--- config.mk ---
export PLATFORM = sky130hd
export DESIGN_NAME = key_note_encoder
export DESIGN_NICKNAME = d
export VERILOG_FILES = /design/src/rtl/key_note_encoder_pkg.sv /design/src/rtl/key_note_encoder_key_sync2.sv /design/src/rtl/key_note_encoder.sv
export SDC_FILE = /design/constraint.sdc
export NUM_CORES = 1
export LEC_CHECK = 0
export BUFFER_PORTS_ARGS = -buffer_cell sky130_fd_sc_hd__buf_2
export CAP_MARGIN = 10
export CELL_PAD_IN_SITES_DETAIL_PLACEMENT = 0
export CELL_PAD_IN_SITES_GLOBAL_PLACEMENT = 1
export CORE_UTILIZATION = 49
export DETAILED_ROUTE_END_ITERATION = 16
export GPL_ROUTABILITY_DRIVEN = 0
export GPL_TIMING_DRIVEN = 0
export PLACE_DENSITY = 0.84
export SKIP_LAST_GASP = 1
export SYNTH_ARGS = -nofsm -noshare
export SYNTH_HDL_FRONTEND = slang
export SYNTH_SLANG_ARGS = --single-unit
--- constraint.sdc ---
create_clock -name CLK -period 7.75 [get_ports CLK]
set_clock_uncertainty 0.2 [all_clocks]
set_input_delay 0.3875 -clock CLK [delete_from_list [all_inputs] [get_ports CLK]]
set_output_delay 0.3875 -clock CLK [all_outputs]
set_load 0.02 [all_outputs]
--- src/rtl/key_note_encoder_pkg.sv ---
// ---------------------------------------------------------------------------
// key_note_encoder_pkg
// Purpose : note codes and debounce FSM state encodings shared by the key
//           encoder and the song-tracking FSMs, plus the key-to-note
//           priority encoder.
// Contents: NOTE_* codes (none=0, C4..C5 = 1..8), state_t (STABLE/SETTLE),
//           key_to_note() priority encoder.
// ---------------------------------------------------------------------------
package key_note_encoder_pkg;

  localparam logic [3:0] NOTE_NONE = 4'd0;
  localparam logic [3:0] NOTE_C4   = 4'd1;
  localparam logic [3:0] NOTE_D    = 4'd2;
  localparam logic [3:0] NOTE_E    = 4'd3;
  localparam logic [3:0] NOTE_F    = 4'd4;
  localparam logic [3:0] NOTE_G    = 4'd5;
  localparam logic [3:0] NOTE_A    = 4'd6;
  localparam logic [3:0] NOTE_B    = 4'd7;
  localparam logic [3:0] NOTE_C5   = 4'd8;

  typedef enum logic {
    ST_STABLE = 1'b0,
    ST_SETTLE = 1'b1
  } state_t;

  // Lowest-index set key wins; key bit i maps to note code i+1.
  // Scanning from the top down lets the lowest set bit overwrite last.
  function automatic logic [3:0] key_to_note(input logic [7:0] keys);
    logic [3:0] code;
    code = NOTE_NONE;
    for (int i = 7; i >= 0; i--) begin
      if (keys[i]) code = 4'(i + 1);
    end
    return code;
  endfunction

endpackage

--- src/rtl/key_note_encoder_key_sync2.sv ---
// ---------------------------------------------------------------------------
// key_sync2
// Purpose : two-flop synchroniser for asynchronous level inputs.
// Ports   : i_clk  - clock
//           i_srst - synchronous active-high reset (clears both stages)
//           i_d    - asynchronous input bus [W-1:0]
//           o_q    - synchronised output bus [W-1:0]
// ---------------------------------------------------------------------------
module key_sync2 #(
  parameter int W = 8
) (
  input  logic         i_clk,
  input  logic         i_srst,
  input  logic [W-1:0] i_d,
  output logic [W-1:0] o_q
);

  logic [W-1:0] r_meta;
  logic [W-1:0] r_sync;

  // First stage may go metastable: nothing reads it except the second stage.
  always_ff @(posedge i_clk) begin
    if (i_srst) begin
      r_meta <= '0;
      r_sync <= '0;
    end else begin
      r_meta <= i_d;
      r_sync <= r_meta;
    end
  end

  assign o_q = r_sync;

endmodule

--- src/rtl/key_note_encoder.sv ---
// ---------------------------------------------------------------------------
// key_note_encoder
// Purpose : turns 8 raw piano keys into a debounced, registered 4-bit note
//           code (0 = no key), with a one-cycle pulse on each new note.
// Ports   : CLK     - system clock (rising edge)
//           RESET   - synchronous active-high reset
//           key     - raw async keys [7:0], [0]=C4 ... [7]=C5, active-high
//           note    - debounced note code, registered
//           note_on - one-cycle pulse with a change to a non-none note
// ---------------------------------------------------------------------------
module key_note_encoder
  import key_note_encoder_pkg::*;
#(
  parameter int DEBOUNCE_CYCLES = 500000,
  parameter int CNT_W           = 20
) (
  input  logic       CLK,
  input  logic       RESET,
  input  logic [7:0] key,
  output logic [3:0] note,
  output logic       note_on
);

  localparam logic [CNT_W-1:0] CNT_LAST = CNT_W'(DEBOUNCE_CYCLES - 1);
  localparam logic [CNT_W-1:0] CNT_ONE  = CNT_W'(1);

  logic [7:0]       w_key_s;
  logic [3:0]       w_cand;

  state_t           r_state;
  logic [CNT_W-1:0] r_cnt;
  logic [3:0]       r_pend;
  logic [3:0]       r_note;
  logic             r_note_on;

  key_sync2 #(
    .W (8)
  ) u_sync (
    .i_clk  (CLK),
    .i_srst (RESET),
    .i_d    (key),
    .o_q    (w_key_s)
  );

  assign w_cand = key_to_note(w_key_s);

  // r_cnt counts consecutive edges on which w_cand has matched r_pend; the
  // edge that enters SETTLE counts as the first one.
  always_ff @(posedge CLK) begin
    if (RESET) begin
      r_state   <= ST_STABLE;
      r_cnt     <= '0;
      r_pend    <= NOTE_NONE;
      r_note    <= NOTE_NONE;
      r_note_on <= 1'b0;
    end else begin
      r_note_on <= 1'b0;
      case (r_state)
        ST_STABLE: begin
          if (w_cand != r_note) begin
            r_pend  <= w_cand;
            r_cnt   <= CNT_ONE;
            r_state <= ST_SETTLE;
          end else begin
            r_cnt <= '0;
          end
        end
        ST_SETTLE: begin
          if (w_cand != r_pend) begin
            if (w_cand == r_note) begin
              // Bounced back to the current note: nothing to report.
              r_cnt   <= '0;
              r_state <= ST_STABLE;
            end else begin
              r_pend <= w_cand;
              r_cnt  <= CNT_ONE;
            end
          end else if (r_cnt == CNT_LAST) begin
            r_note    <= r_pend;
            r_note_on <= (r_pend != NOTE_NONE);
            r_cnt     <= '0;
            r_state   <= ST_STABLE;
          end else begin
            r_cnt <= r_cnt + CNT_ONE;
          end
        end
        default: begin
          r_cnt   <= '0;
          r_state <= ST_STABLE;
        end
      endcase
    end
  end

  assign note    = r_note;
  assign note_on = r_note_on;

endmodule

### After elaboration in Yosys (flattened, before gate mapping)

Cells that the tools add are included.

* add/sub/neg operators: 1
* equality and inequality tests: 7
* muxes and demuxes: 22
* bitwise operators: 3
* reduce and logical (&&, ||, !) cells: 4

Operators with widths (count)
* 2-to-1 mux 4 bit: 11
* 2-to-1 mux 20 bit: 2
* case mux 20 bit (2 select lines): 1
* adder 20 x 1 -> 20 bit, second input constant: 1
* equality test 20 x 19 -> 1 bit, second input constant: 1
* != test 4 bit: 2
* case mux 4 bit (2 select lines): 1
* 2-to-1 mux 1 bit: 6
* AND reduction 3 bit: 2
* equality test 4 bit: 1
* != test 2 bit, second input constant: 2
* nonzero test 4 bit: 1
* OR reduction 4 bit: 1
* NOT 1 bit: 3
* != test 2 x 1 -> 1 bit, second input constant: 1
* case mux 1 bit (2 select lines): 1

* bits in registers: 46
* input bits: 10
* output and inout port bits: 5
* word-level logic and storage cells: 44

### Depth between registers and ports, before layout

Gate-level depths: netlist of run 1.

* word-level depth: 12
* mapped depth: 8
* gate-level depth less buffers: 7

### Cells and area by module

A second synthesis of run 1 with hierarchy kept.

* cell total of the unflattened synthesis: 214
* area, all modules: 2039.5 um2

By module, submodules not included
* key_note_encoder: times used 1, cells an instance 181, area an instance 1575.3 um2, sequential area each 600.6 um2
* key_sync2: times used 1, cells an instance 33, area an instance 464.2 um2, sequential area each 320.3 um2

### Worst setup path after synthesis of run 1

OpenSTA, ideal clock, no wires.

* path kind: register to register
* start point: reg u_sync.r_sync[0] (netlist: u_sync.o_q[0])
* end point: reg r_cnt[5]
* library setup time: 0.062 ns
* arrival time: 2.212 ns
* required time: 7.488 ns
* setup slack: 5.276 ns
* cell stages (with the launch flop): 9
* buffers on the path: 2
* period minus slack after synthesis: 2.474 ns
* path through: dfxtp_1 clkbuf_1 nor3_2 nand3_2 or3b_1 a31o_1 or4_4 buf_6 nor2_2

* word-level cells in the longest chain between the ends: 4

Ends and longest elaborated chain
* start: declaration: RTL line key_note_encoder_key_sync2.sv:19 `logic [W-1:0] r_sync;`
* start signal: assignment: RTL line key_note_encoder_key_sync2.sv:28 `r_sync <= r_meta;`
* 2-to-1 mux 4 bit: RTL line key_note_encoder_pkg.sv:32 `if (keys[i]) code = 4'(i + 1);`
* != test 4 bit: RTL line key_note_encoder.sv:69 `if (w_cand != r_pend) begin`
* 2-to-1 mux 20 bit: RTL line key_note_encoder.sv:69
* case mux 20 bit (2 select lines): RTL line key_note_encoder.sv:58 `case (r_state)`
* end signal: assignment: RTL line key_note_encoder.sv:84 `r_cnt <= r_cnt + CNT_ONE;`
* end: declaration: RTL line key_note_encoder.sv:31 `logic [CNT_W-1:0] r_cnt;`

No other way between the ends.
A chain may end at the register's enable or synchronous reset.

### Worst setup path in the final report of run 1

* start point: reg u_sync.r_sync[0] (netlist: u_sync.o_q[0])
* end point: reg r_pend[3]

* word-level cells in the longest chain between the ends: 4
* elaborated cells between the ends (all ways): 12
* those cells by class: eq/ne: 6; mux: 5; reduce/logical: 1

Ends and longest elaborated chain
* 2-to-1 mux 4 bit (*): RTL line key_note_encoder_pkg.sv:32
* != test 4 bit, or another cell as far along: RTL line key_note_encoder.sv:60 `if (w_cand != r_note) begin`
* != test 2 bit (no source line), or another cell as far along
* AND reduction 3 bit (no source line) / case mux 4 bit (2 select lines) (equally long branches)
* end signal: assignment: RTL line key_note_encoder.sv:61 `r_pend <= w_cand;`
* end signal: assignment: RTL line key_note_encoder.sv:75 `r_pend <= w_cand;`
* end: declaration: RTL line key_note_encoder.sv:32 `logic [3:0] r_pend;`

Mark *: on every way between the ends. The rest lies on a longest branch, timed or not. The select of a mux whose other input is x is not followed.

==> flow_results.org, run 1 <==
** STA
- At the pin with the least slew margin, the transition time is 0.793 ns.
- Remaining max-slew budget at the tightest pin :: 46.6%
- Final hold slack :: 0.0943 ns
- Aggregate negative setup slack :: 0 ns
- Highest clock frequency the design can meet :: 362 MHz
- Setup repair after global routing left no endpoint under its margin.
- The routed design could run at a clock period as short as 2.76 ns.
- Setup violations remaining at the end of the flow were counted as 0.
- Period Utilization, post-route :: 35.6%
- Final max-slew violation count :: 0
- The number of endpoints with negative hold slack in the final report was 0.

** Global route
- Initial antenna violation count :: 0
- Gr busiest metal :: met1
- Pin count of the biggest net entering global routing :: 16
- Global routing consumed, on the met1 layer, 26.1% of the routing resources.
- Met3 layer usage reported by global route :: 4.62%
- Via count of the first global-routing pass :: 1,330
- The first global-routing pass estimated 6.09 mm of wire.
- Global routing consumed, over all layers together, 18.3% of the routing resources.
- Global routing finished with a remaining overflow of 0.
- In the global route stage, met2 resource usage came out at 26.0%.

** Worst setup path
- Cell family with the largest share of critical-path delay :: simple AND/OR/NAND/NOR gates
- In this design, the stage delay of the slowest critical-path cell is 0.48 ns.
- Of all nets on the critical path, the largest fanout is 9.
- Crit path capture type :: register
- Traced cell by cell, the critical path runs through clkbuf_1 > nor3_2 > nand3_2 > or3b_1 > a31oi_1 > a22oi_1 > mux2_2.
- Slack of the worst reg-to-reg path :: 4.99 ns
- Data arrival time of the worst path :: 2.75 ns
- Required arrival time at the worst endpoint :: 7.74 ns
- Crit path buf inv count :: 1
- R2R Path End :: r_pend[3]
- The worst setup path is launched from a register.
- Standard cell with the maximum stage delay on the critical path :: sky130_fd_sc_hd__a31oi_1
- Counting cells, the worst reg-to-reg path comes to 7.
- The startpoint identified for the worst register-to-register timing path is u_sync.o_q[0].
- The critical path in this run is classified as reg2reg.

** Drt
- Routed wirelength normalized by instance count :: 12.2 um
- DRC marker count from the first detailed-route iteration :: 76
- Summed over all layers, the routed wires come to 3.53 mm.
- In this run the remaining antenna-violating nets after routing total 0.
- Number of remaining DRC errors :: 0
- Vias after detailed routing :: 1,523
- First-pass detailed-route iteration total :: 4
- Using the TritonRoute via totals, the vias-per-cell ratio works out to 5.29.

** Synth
- Count of warnings emitted by yosys :: 0
- Counting instances in the post-synthesis netlist gives the leading cell types as sky130_fd_sc_hd__dfxtp_1 (46), sky130_fd_sc_hd__nor2b_1 (22), sky130_fd_sc_hd__nor2_2 (19), sky130_fd_sc_hd__nor2_1 (12), sky130_fd_sc_hd__xnor2_1 (11).
- When the netlist entered floorplanning its net count stood at 227.
- For this run, the register share of the synthesized area comes to 45.0%.
- sky130_fd_sc_hd__dfxtp_1 is the most common cell in the netlist.
- In this run, distinct cell masters in the synthesized netlist total 46.
- The largest total area in the synthesized netlist belongs to sky130_fd_sc_hd__dfxtp_1.
- Most used flip-flop cell after synthesis :: sky130_fd_sc_hd__dfxtp_1
- The top cell type by area accounts for 45.0% of the synthesized area.
- The mapped netlist covers 2050 um2.
- Gate count of the mapped netlist :: 216
- In this run, synthesis produced a sequential element count of 46.
- Post-synth ARST share :: 0%
- A synthesized cell averages 9.48 um2.
- Ranking of synthesized cells by area :: sky130_fd_sc_hd__dfxtp_1 (45%), sky130_fd_sc_hd__nor2b_1 (6.7%), sky130_fd_sc_hd__nor2_2 (5.8%)
- Yosys mapped a number of flops with a built-in enable equal to 0.

** Power
- Power density of the placed cells :: 208 nW/um2
- Worst vdd rail ir drop :: 0.126 mV
- Summed over all cells, the static leakage comes to 0.811 nW.
- Post-layout power :: 0.000478 W

** Clock tree
- Clock transition at path regs :: 0.09 ns
- Number of CTS-inserted buffers :: 5
- Clock tree synthesis selected as its root buffer the cell sky130_fd_sc_hd__clkbuf_8.
- H-tree lvl count :: 2
- Gates resized during post-CTS repair numbered 0.
- TritonCTS clock tree :: done
- After clock tree synthesis, the flow added hold-fix buffers numbering 0.
- The clock net in this run drives a total of 46 sinks.
- The clock passes through at most 2 buffers.
- Clock latency on the worst-skew pair :: 0.30 ns
- Post-CTS setup buffers :: 0

** Min path
- Hold path start :: key[5]
- End of the worst hold path :: u_sync.r_meta[5]
- In this run the worst hold path is classified as in2reg.
- Counting instances, the worst hold path has a depth of 2.

** Flow run
- Across the run, the number of max-cap violations was 0.

** Cells and area
- Leaving out filler cells and counting taps, the final layout contains 288.
- Of the cells placed in the final design, the portion with a size suffix greater than 1 is 21.4%.
- The area growth from synthesis to layout is 12.0%.
- At the end of the flow the core is filled with cells to 57.3%.
- In the final design database the tool counted 248 nets.
- Antenna diodes :: 0

** Die
- Die Width :: 66.6 um
- The floorplan step defined a die boundary enclosing 4440 um2.
- Initial core utilization :: 51.2%
- Die outline height :: 66.6 um
- # IOs :: 15
- Row count :: 23
- The total area inside the core boundary comes to 4000 um2.

** Status
- Outcome :: finished clean

** Placement
- Including well taps, the total number of placed cells is 280.
- Detailed placement finished with a half-perimeter wire length of 2.55 mm.
- Buffers placed on the I/O ports in this run total 14.
## worst max-delay path by stage
stage | depth (start not counted) | start | slack, ns | endpoint
3_5_place_dp | 7 | u_sync.o_q[0] | 5.03 | r_pend[3]
2_1_floorplan | 8 | u_sync.o_q[0] | 5.28 | r_cnt[5]
3_3_place_gp | 7 | u_sync.o_q[0] | 5.02 | r_pend[3]
4_1_cts | 7 | u_sync.o_q[0] | 5.01 | r_pend[3]
5_1_grt | 7 | u_sync.o_q[0] | 4.80 | r_pend[3]
6_report | 7 | u_sync.o_q[0] | 4.99 | r_pend[3]
## power by group
group / total (W) / internal [W] / switching [W]
combinational: 0.0000482 / 0.0000203 / 0.0000280
clock: 0.000178 / 0.0000966 / 0.0000815
sequential: 0.000251 / 0.000244 / 0.00000733
total: 0.000478 / 0.000361 / 0.000117
## per-stage QoR
step,area (um2),setup WS (ns)
3_3_place_gp,2180,5.02
5_1_grt,2290,4.80
4_1_cts,2290,5.01
3_5_place_dp,2180,5.03
6_report,2290,4.99
2_1_floorplan,2050,5.28
## registers in the layout (all words and copies together), names as in the netlist
name	cells
u_sync.r_meta	8
note_on	1
r_cnt	20
note	4
r_pend	4
u_sync.o_q	8
r_state	1
## layout make-up
cell class                      count  area (um2)
Clock buffer                        5        68.8
Multi-Input combinational cell    160        1070
Fill cell                         369        1710
Inverter                            4        15.0
Clock inverter                      3        43.8
Timing Repair Buffer               14        70.1
Buffer                              6        37.5
Tap cell                           50        62.6
Sequential cell                    46         921
## cell usage in the layout (no fill, tap or decap), types with 2 or more instances in the layout
cell type                   count
sky130_fd_sc_hd__a2111oi_0      2
sky130_fd_sc_hd__a21oi_1        6
sky130_fd_sc_hd__and3_1         7
sky130_fd_sc_hd__buf_2         14
sky130_fd_sc_hd__buf_6          2
sky130_fd_sc_hd__clkbuf_1       4
sky130_fd_sc_hd__clkbuf_8       5
sky130_fd_sc_hd__dfxtp_1       46
sky130_fd_sc_hd__inv_1          4
sky130_fd_sc_hd__mux2_2         3
sky130_fd_sc_hd__nand2_1       10
sky130_fd_sc_hd__nand2b_1       2
sky130_fd_sc_hd__nand3_1        6
sky130_fd_sc_hd__nand4_1        8
sky130_fd_sc_hd__nor2_1        12
sky130_fd_sc_hd__nor2_2        19
sky130_fd_sc_hd__nor2b_1       22
sky130_fd_sc_hd__nor3_1         4
sky130_fd_sc_hd__nor4_1         2
sky130_fd_sc_hd__nor4b_1        3
sky130_fd_sc_hd__o21ai_0        4
sky130_fd_sc_hd__o31ai_1        4
sky130_fd_sc_hd__or4_1          2
sky130_fd_sc_hd__xnor2_1       11
sky130_fd_sc_hd__xor2_1        10
## layer usage
layer | part of all wire [%] | wire length (um)
met2 | 41 | 1450
met4 | 1.5 | 53
met5 | 0 | 0
met3 | 4.4 | 156
met1 | 53 | 1870
## cell families after synthesis
| logic type | after synthesis | synth area share, % |
|---|---|---|
| xor+xnor | 21 | 8.99 |
| fa+ha+maj | 1 | 0.611 |
| mux | 4 | 2.14 |
| flops | 46 | 45.0 |
| simple gates | 106 | 31.4 |
| compound gates | 28 | 9.35 |
| buf+inv | 10 | 2.57 |
Note: power is estimated with default switching activity, not from simulation.
==> inputs of run 2 (changes only) <==
Settings changed: CORE_UTILIZATION 49 to 41, PLACE_DENSITY 0.84 to 0.75.
Clock period 7.75 ns to 2.3 ns, I/O delays scaled along.
==> run 2 against run 1 <==
Compared with the run above:
- the flow now finishes with violations (negative setup slack)
- power rose to 3.4 times the previous value
- worst hold slack got worse by 0.061 ns
- final area rose by 19%
- critical path depth is the same
- fmax grew 7.3%
- critical endpoint is now r_cnt[16]
==> flow_results.org, run 2 (synthesized netlist as in run 1, its figures left out) <==
** Status
- The flow ran to the end, but the final reports show violations.
- Violations in the final reports :: negative setup slack

** Cells and area
- From synthesis to final layout, the design area changed by 32.8%.
- The filler cell count was 441 (+20%).
- Net count reported at finish :: 267 (+7.7%)
- The design area came to 2720 um2 (+19%).
- Flip-flop count of the largest register after layout :: 20 (unchanged)
- Commonest cells after routing, fill and taps aside :: sky130_fd_sc_hd__dfxtp_1 (42), sky130_fd_sc_hd__nor2b_1 (22), sky130_fd_sc_hd__buf_2 (14), sky130_fd_sc_hd__nor2_4 (13), sky130_fd_sc_hd__nor2_1 (12)
- r_cnt holds more flip-flops than any other register.
- The number of antenna repair diodes came to 0 (unchanged).
- Final cell count without fillers :: 324 (+13%)
- The fraction of layout cells with a size suffix above 1 is 31.9% (+10 points).
- Commonest non-fill, non-tap cell in the layout :: sky130_fd_sc_hd__dfxtp_1

** Min path
- Hold path start :: RESET
- The min-delay analysis places its worst path in the category in2reg.
- Number of instances on the worst hold path :: 3 (+1)

** Drt
- The number of nets still failing antenna checks after routing was 0 (unchanged).
- The residual DRC count came to 0 (unchanged).
- The post-detailed-route wirelength per cell was 12.8 um (+4.6%).
- First-pass detailed-route iteration total :: 4 (unchanged)
- Vias after detailed routing :: 1,625 (+6.7%)
- Routed wire length :: 4.15 mm (+18%)
- Vias per Instance :: 5.02 (-5.2%)
- DRC marker count from the first detailed-route iteration :: 95 (+25%)

** Global route
- Met1 track utilization from global routing :: 20.2% (-5.9 points)
- The met3 demand-to-capacity share in global routing was 3.45% (-1.2 points).
- The first-pass GRT wire length came to 6.45 mm (+5.9%).
- The via count of the first global-routing pass came to 1,484 (+12%).
- Pin count of the biggest net entering global routing :: 14 (-2)
- The initial antenna violation count came to 0 (unchanged).
- Gr busiest metal :: met2
- The global routing usage on met2 is 26.0% (-0.050 points).
- The overall global routing resource usage was 15.8% (-2.5 points).
- Total congestion overflow after global routing :: 0 (unchanged)

** Die
- The floorplan row count was 25 (+8.7%).
- Standard cell core area :: 4750 um2 (+19%)
- Die Width :: 72.7 um (+9.0%)
- The full die area was 5280 um2 (+19%).
- The vertical extent of the die came to 72.7 um (+9.0%).
- The count of pins on the block boundary came to 15 (unchanged).
- The initial cell density of the core is 43.1% (-8.1 points).

** Worst setup path
- CP Launch Point :: u_sync.o_q[3]
- Crit path capture type :: register
- The number of cell instances on the worst register-to-register path came to 7 (unchanged).
- The worst register-to-register path begins at u_sync.o_q[3].
- Required arrival time at the worst endpoint :: 2.33 ns (-5.41 ns)
- The worst setup path is launched from a register.
- Slack of the worst reg-to-reg path :: -0.27 ns (-5.26 ns)
- Largest driver fanout on the critical path :: 5 (-4)
- Type of the worst setup path :: reg2reg
- Data arrival time of the worst path :: 2.61 ns (-0.14 ns)

** STA
- The period utilization came to 112% (+76 points).
- Final hold violation count :: 0 (unchanged)
- RSZ-0062 raised after global routing :: yes
- Highest clock frequency the design can meet :: 388 MHz (+7.3%)
- The setup-violating endpoint count in the final report is 26 (+26).
- The final number of max-transition violations came to 0 (unchanged).
- Final worst path period need :: 2.57 ns (-0.187 ns)
- Worst Tran Pin Value :: 0.586 ns (-0.207 ns)
- The worst setup margin was -0.274 ns (-5.26 ns).
- Remaining max-slew budget at the tightest pin :: 60.6% (+14 points)

** Power
- Power density of the placed cells :: 606 nW/um2 (+190%)
- Post-layout power :: 0.00165 W (+240%)
- Leakage power total :: 0.971 nW (+20%)
- The largest voltage drop on the vdd net is 0.355 mV (+180%).

** Clock tree
- The TritonCTS sink count was 46 (unchanged).
- Number of CTS-inserted buffers :: 5 (unchanged)
- TritonCTS clock tree :: done
- Number of buffers on the longest clock path :: 2 (unchanged)
- The total number of H-tree levels was 2 (unchanged).
- Buffer cell driving the clock tree root :: sky130_fd_sc_hd__clkbuf_8
- The latest clock arrival within the worst-skew pair came to 0.29 ns (about the same).
- The clock-pin slew reported for the worst setup and hold paths after clock tree synthesis is 0.08 ns (about the same).

** Placement
- The post-detailed-placement cell area came to 2240 um2 (+2.8%).
- The instance count after placement with tap cells included was 297 (+6.1%).
- The post-detailed-placement half-perimeter wirelength is 2.73 mm (+7.1%).
- IO Port Bufs :: 14 (unchanged)

** Flow run
- The number of violations of the max-capacitance limit came to 0 (unchanged).
-- run 2: changes by cell type in the layout (fill, tap and decap cells not counted), sizes merged --
cell | before | now
buf | 16 | 25
bufinv | 1 | 0
inv | 5 | 4
dlygate4sd3 | 0 | 8
clkbuf | 9 | 14
clkinv | 1 | 0
-- run 2: report_power, final --
part	leakage [nW]	internal, W	switching, W
Combinational	0.536	0.000120	0.000128
Clock	0.0575	0.000303	0.000251
Sequential	0.377	0.000821	0.0000229
Total	0.971	0.00124	0.000403
-- run 2: path summary, 6_finish.rpt --
kind                                 endpoint
worst min register to register  u_sync.o_q[6]
worst max-delay path                r_cnt[16]
worst max register to register      r_cnt[16]
worst min-delay path                r_pend[1]
-- run 2: repair_timing --
action / in CTS / in global routing
resized for setup: 5 / 27
endpoints found under the setup margin: 29 / 30
cloned: 0 / 2
pin swaps: 6 / 11
hold buffers: 8 / 0
buffers inserted: 4 / 6
hold endpoints to repair: 8 / 0
-- run 2: final cells by class --
type,count,area (um2),share of cell area (%)
inverters,4,15.0,0.552
clock buffers,8,110,4.05
multi-input cells,160,1230,45.4
well taps,67,83.8,3.08
flip-flops and latches,46,931,34.2
plain buffers,6,65.1,2.39
repair buffers,33,280,10.3
-- run 2: critical path: stages, from the launching register on --
cell	delay, ns
sky130_fd_sc_hd__dfxtp_4	0.37
sky130_fd_sc_hd__or4_4	0.54
sky130_fd_sc_hd__o21ai_2	0.19
sky130_fd_sc_hd__nand2_2	0.07
sky130_fd_sc_hd__a31o_1	0.23
sky130_fd_sc_hd__or4_4	0.62
sky130_fd_sc_hd__clkbuf_16	0.21
sky130_fd_sc_hd__nor2_4	0.07
-- run 2: per-stage QoR --
step / utilization, % / setup TNS [ns] / hold slack, ns / worst slack [ns]
floorplan: - / -2.33 / 0.0432 / -0.111
global placement: 47.1 / -6.35 / 0.123 / -0.292
detailed placement: 47.1 / -6.45 / 0.128 / -0.319
CTS: 52.2 / -4.79 / 0.0157 / -0.223
global route: 57.2 / -7.56 / 0.0403 / -0.328
finish: 57.2 / -5.67 / 0.0331 / -0.274
-- run 2: metal layers --
metal / vias to the layer above / routed length [um]
li1: 842 / -
met1: 754 / 1960
met2: 21 / 1970
met3: 8 / 119
met4: 0 / 93
met5: - / 0
==> inputs of run 3 (changes only) <==
==> constraint.sdc (replaced) <==
create_clock -name CLK -period 2.3 [get_ports CLK]
set_clock_uncertainty 0.2 [all_clocks]
set_input_delay 0 -clock CLK [delete_from_list [all_inputs] [get_ports CLK]]
set_output_delay 0 -clock CLK [all_outputs]
set_load 0.02 [all_outputs]
==> run 3 against run 2 <==
Compared with the run above:
- the flow still finishes with violations (negative setup slack)
- fmax is essentially flat
- sequential power is essentially flat
- via count shrank 0.31%
- first-iteration DRC count is the same
- register-to-register slack is essentially flat
- worst hold slack gained 0.20 ns
- die area is the same
- routed wire length grew 0.24%
- final area grew 0.37%
- critical path type unchanged
- largest power group unchanged
==> flow_results.org, run 3 (synthesized netlist as in run 1, its figures left out) <==
** Status
- Outcome :: finished, violations left
- Violations in the final reports :: negative setup slack

** Min path
- Hold path start :: u_sync.r_meta[6]
- Worst hold path class :: reg2reg
- The path with the worst hold slack has its endpoint at u_sync.o_q[6].
- Number of instances on the worst hold path :: 1 (-2)

** STA
- The worst setup margin was -0.274 ns (+0.000537 ns).
- The period utilization was 112% (about the same).
- The clock period minus worst slack came to 2.57 ns (-0.000537 ns).
- Worst Tran Pin Value :: 0.586 ns (-0.00000477 ns)
- The final number of max-transition violations was 0 (unchanged).
- The setup-violating endpoint count in the final report is 26 (unchanged).
- The aggregate negative setup slack was -5.66 ns (+0.00833 ns).
- The number of endpoints with negative hold slack in the final report was 0 (unchanged).
- The timing-limited maximum frequency came to 389 MHz (about the same).
- The relative slew slack came to 60.6% (about the same).
- RSZ-0062 raised after global routing :: yes

** Power
- The share of total power in sequential cells came to 51.1% (about the same).
- Sw power :: 0.000404 W (+0.28%)
- Comb power frac :: 15.2% (about the same)
- The largest voltage drop on the vdd net came to 0.355 mV (about the same).
- The total power divided by cell area came to 604 nW/um2 (-0.23%).
- The total leakage power came to 0.975 nW (+0.43%).
- Internal :: 0.00125 W (about the same)
- Clock share of power :: 33.7% (about the same)
- Switching Fraction :: 24.5% (+0.036 points)

** Global route
- Initial antenna violation count :: 0 (unchanged)
- Via count of the first global-routing pass :: 1,490 (+0.40%)
- The first-pass GRT wire length came to 6.47 mm (+0.22%).
- The overall global routing resource usage was 15.9% (+0.029 points).
- The pin count of the biggest net entering global routing came to 14 (unchanged).
- The residual overflow from global routing is 0 (unchanged).

** Drt
- The violation count after the first detailed-routing iteration is 95 (unchanged).
- First-pass detailed-route iteration total :: 4 (unchanged)
- The post-detailed-route wirelength per cell is 12.8 um (about the same).
- Count of nets left with antenna violations after detail routing :: 0 (unchanged)
- Number of remaining DRC errors :: 0 (unchanged)
- Vias per Instance :: 4.98 (-0.61%)
- Routed wire length :: 4.16 mm (+0.24%)
- Vias after detailed routing :: 1,620 (-0.31%)

** Cells and area
- Layout overhead on the synthesized area :: 33.3%
- Antenna diodes :: 0 (unchanged)
- The number of flip-flops under the largest register name came to 20 (unchanged).
- The post-route non-filler standard cell count was 325 (+0.31%).
- Layout cells sized above 1 :: 31.8% (-0.12 points)
- Leaving out fill and tap cells, the most frequent cells in the layout are sky130_fd_sc_hd__dfxtp_1 (42), sky130_fd_sc_hd__nor2b_1 (22), sky130_fd_sc_hd__buf_2 (14), sky130_fd_sc_hd__nor2_4 (13), sky130_fd_sc_hd__nor2_1 (12).
- The filler cell count came to 441 (unchanged).
- Core utilization of the finished layout :: 57.4% (+0.21 points)
- Net count reported at finish :: 268 (+0.37%)
- Register with the most flip-flops :: r_cnt
- Commonest non-fill, non-tap cell in the layout :: sky130_fd_sc_hd__dfxtp_1

** Die
- The initial cell density of the core is 43.1% (unchanged).
- The full die area came to 5280 um2 (unchanged).
- The floorplan row count is 25 (unchanged).
- The horizontal die dimension was 72.7 um (unchanged).
- The vertical extent of the die came to 72.7 um (unchanged).
- # IOs :: 15 (unchanged)
- The area of the core came to 4750 um2 (unchanged).

** Clock tree
- The latest clock arrival within the worst-skew pair is 0.29 ns (about the same).
- The cell sitting at the root of the clock tree is a sky130_fd_sc_hd__clkbuf_8.
- Clock transition at path regs :: 0.08 ns (about the same)
- Sinks on Clock Net :: 46 (unchanged)
- The maximum number of buffers from clock root to sink was 2 (unchanged).
- The number of CTS-inserted buffers came to 5 (unchanged).
- TritonCTS built the clock tree.
- H-tree lvl count :: 2 (unchanged)

** Worst setup path
- The number of cell instances on the worst register-to-register path was 7 (unchanged).
- The worst endpoint data arrival time came to 2.61 ns (about the same).
- STA classifies the critical path startpoint as a register.
- The setup slack of the most critical reg-to-reg path was -0.27 ns (about the same).
- The biggest fanout along the worst timing path was 5 (unchanged).
- The worst setup path is of the reg2reg kind.
- R2R Path End :: r_cnt[16]
- CP Launch Point :: u_sync.o_q[3]
- Crit path capture type :: register
- In this run the critical register-to-register path is launched from u_sync.o_q[3].
- The worst path required time came to 2.33 ns (about the same).

** Placement
- IO Port Bufs :: 14 (unchanged)
- The instance count after placement with tap cells included was 297 (unchanged).
- Detailed Place HPWL :: 2.73 mm (unchanged)

** Flow run
- Maxcap violations :: 0 (unchanged)
run 3: through the flow:
stage / total power (W) / cell area (um2) / hold WS, ns / worst slack (ns)
CTS: 0.00162 / 2490 / 0.233 / -0.223
global placement: 0.00103 / 2240 / 0.00779 / -0.292
global route: 0.00173 / 2730 / 0.244 / -0.328
finish: 0.00165 / 2730 / 0.235 / -0.274
floorplan: 0.000991 / 2090 / -0.0718 / -0.111
detailed placement: 0.00103 / 2240 / 0.0133 / -0.319
run 3: how the worst max path moves through the flow:
stage,cells past startpoint,end
finish,7,r_cnt[16]
global route,8,r_cnt[14]
global placement,7,r_pend[3]
detailed placement,7,r_pend[1]
CTS,7,r_cnt[4]
floorplan,7,r_state
run 3: power by group through the flow:
stage | clock network [W] | registers, W | logic (W)
3_5_place_dp | 0 | 0.000863 | 0.000169
4_1_cts | 0.000576 | 0.000843 | 0.000198
6_report | 0.000555 | 0.000843 | 0.000250
3_3_place_gp | 0 | 0.000863 | 0.000169
5_1_grt | 0.000606 | 0.000848 | 0.000271
2_1_floorplan | 0 | 0.000857 | 0.000134
run 3: layout make-up:
type | instances | area [um2] | area share (%)
plain buffers | 6 | 65.1 | 2.38
clock buffers | 8 | 110 | 4.03
inverters | 4 | 15.0 | 0.550
multi-input cells | 160 | 1230 | 45.2
flip-flops and latches | 46 | 931 | 34.1
well taps | 67 | 83.8 | 3.07
repair buffers | 34 | 290 | 10.6
run 3: routing by layer:
metal  vias up  part of all wire (%)  track usage (%)
li1        844                     -                -
met1       749                    48             20.2
met2        19                    47             26.1
met3         8                   2.8             3.45
met4         0                   2.2             6.54
met5         -                     0                0
run 3: worst max-delay path, stage by stage, from the launching register on:
cell                        delay, ns
sky130_fd_sc_hd__dfxtp_4         0.37
sky130_fd_sc_hd__or4_4           0.54
sky130_fd_sc_hd__o21ai_2         0.19
sky130_fd_sc_hd__nand2_2         0.07
sky130_fd_sc_hd__a31o_1          0.23
sky130_fd_sc_hd__or4_4           0.62
sky130_fd_sc_hd__clkbuf_16       0.21
sky130_fd_sc_hd__nor2_4          0.07
run 3: repair_timing:
item / CTS / global route
pin swaps: 6 / 11
endpoints found under the setup margin: 29 / 30
gates cloned: 0 / 2
buffers inserted: 4 / 6
endpoints found under the hold margin: 11 / 0
hold buffers: 9 / 0
resized for setup: 5 / 27
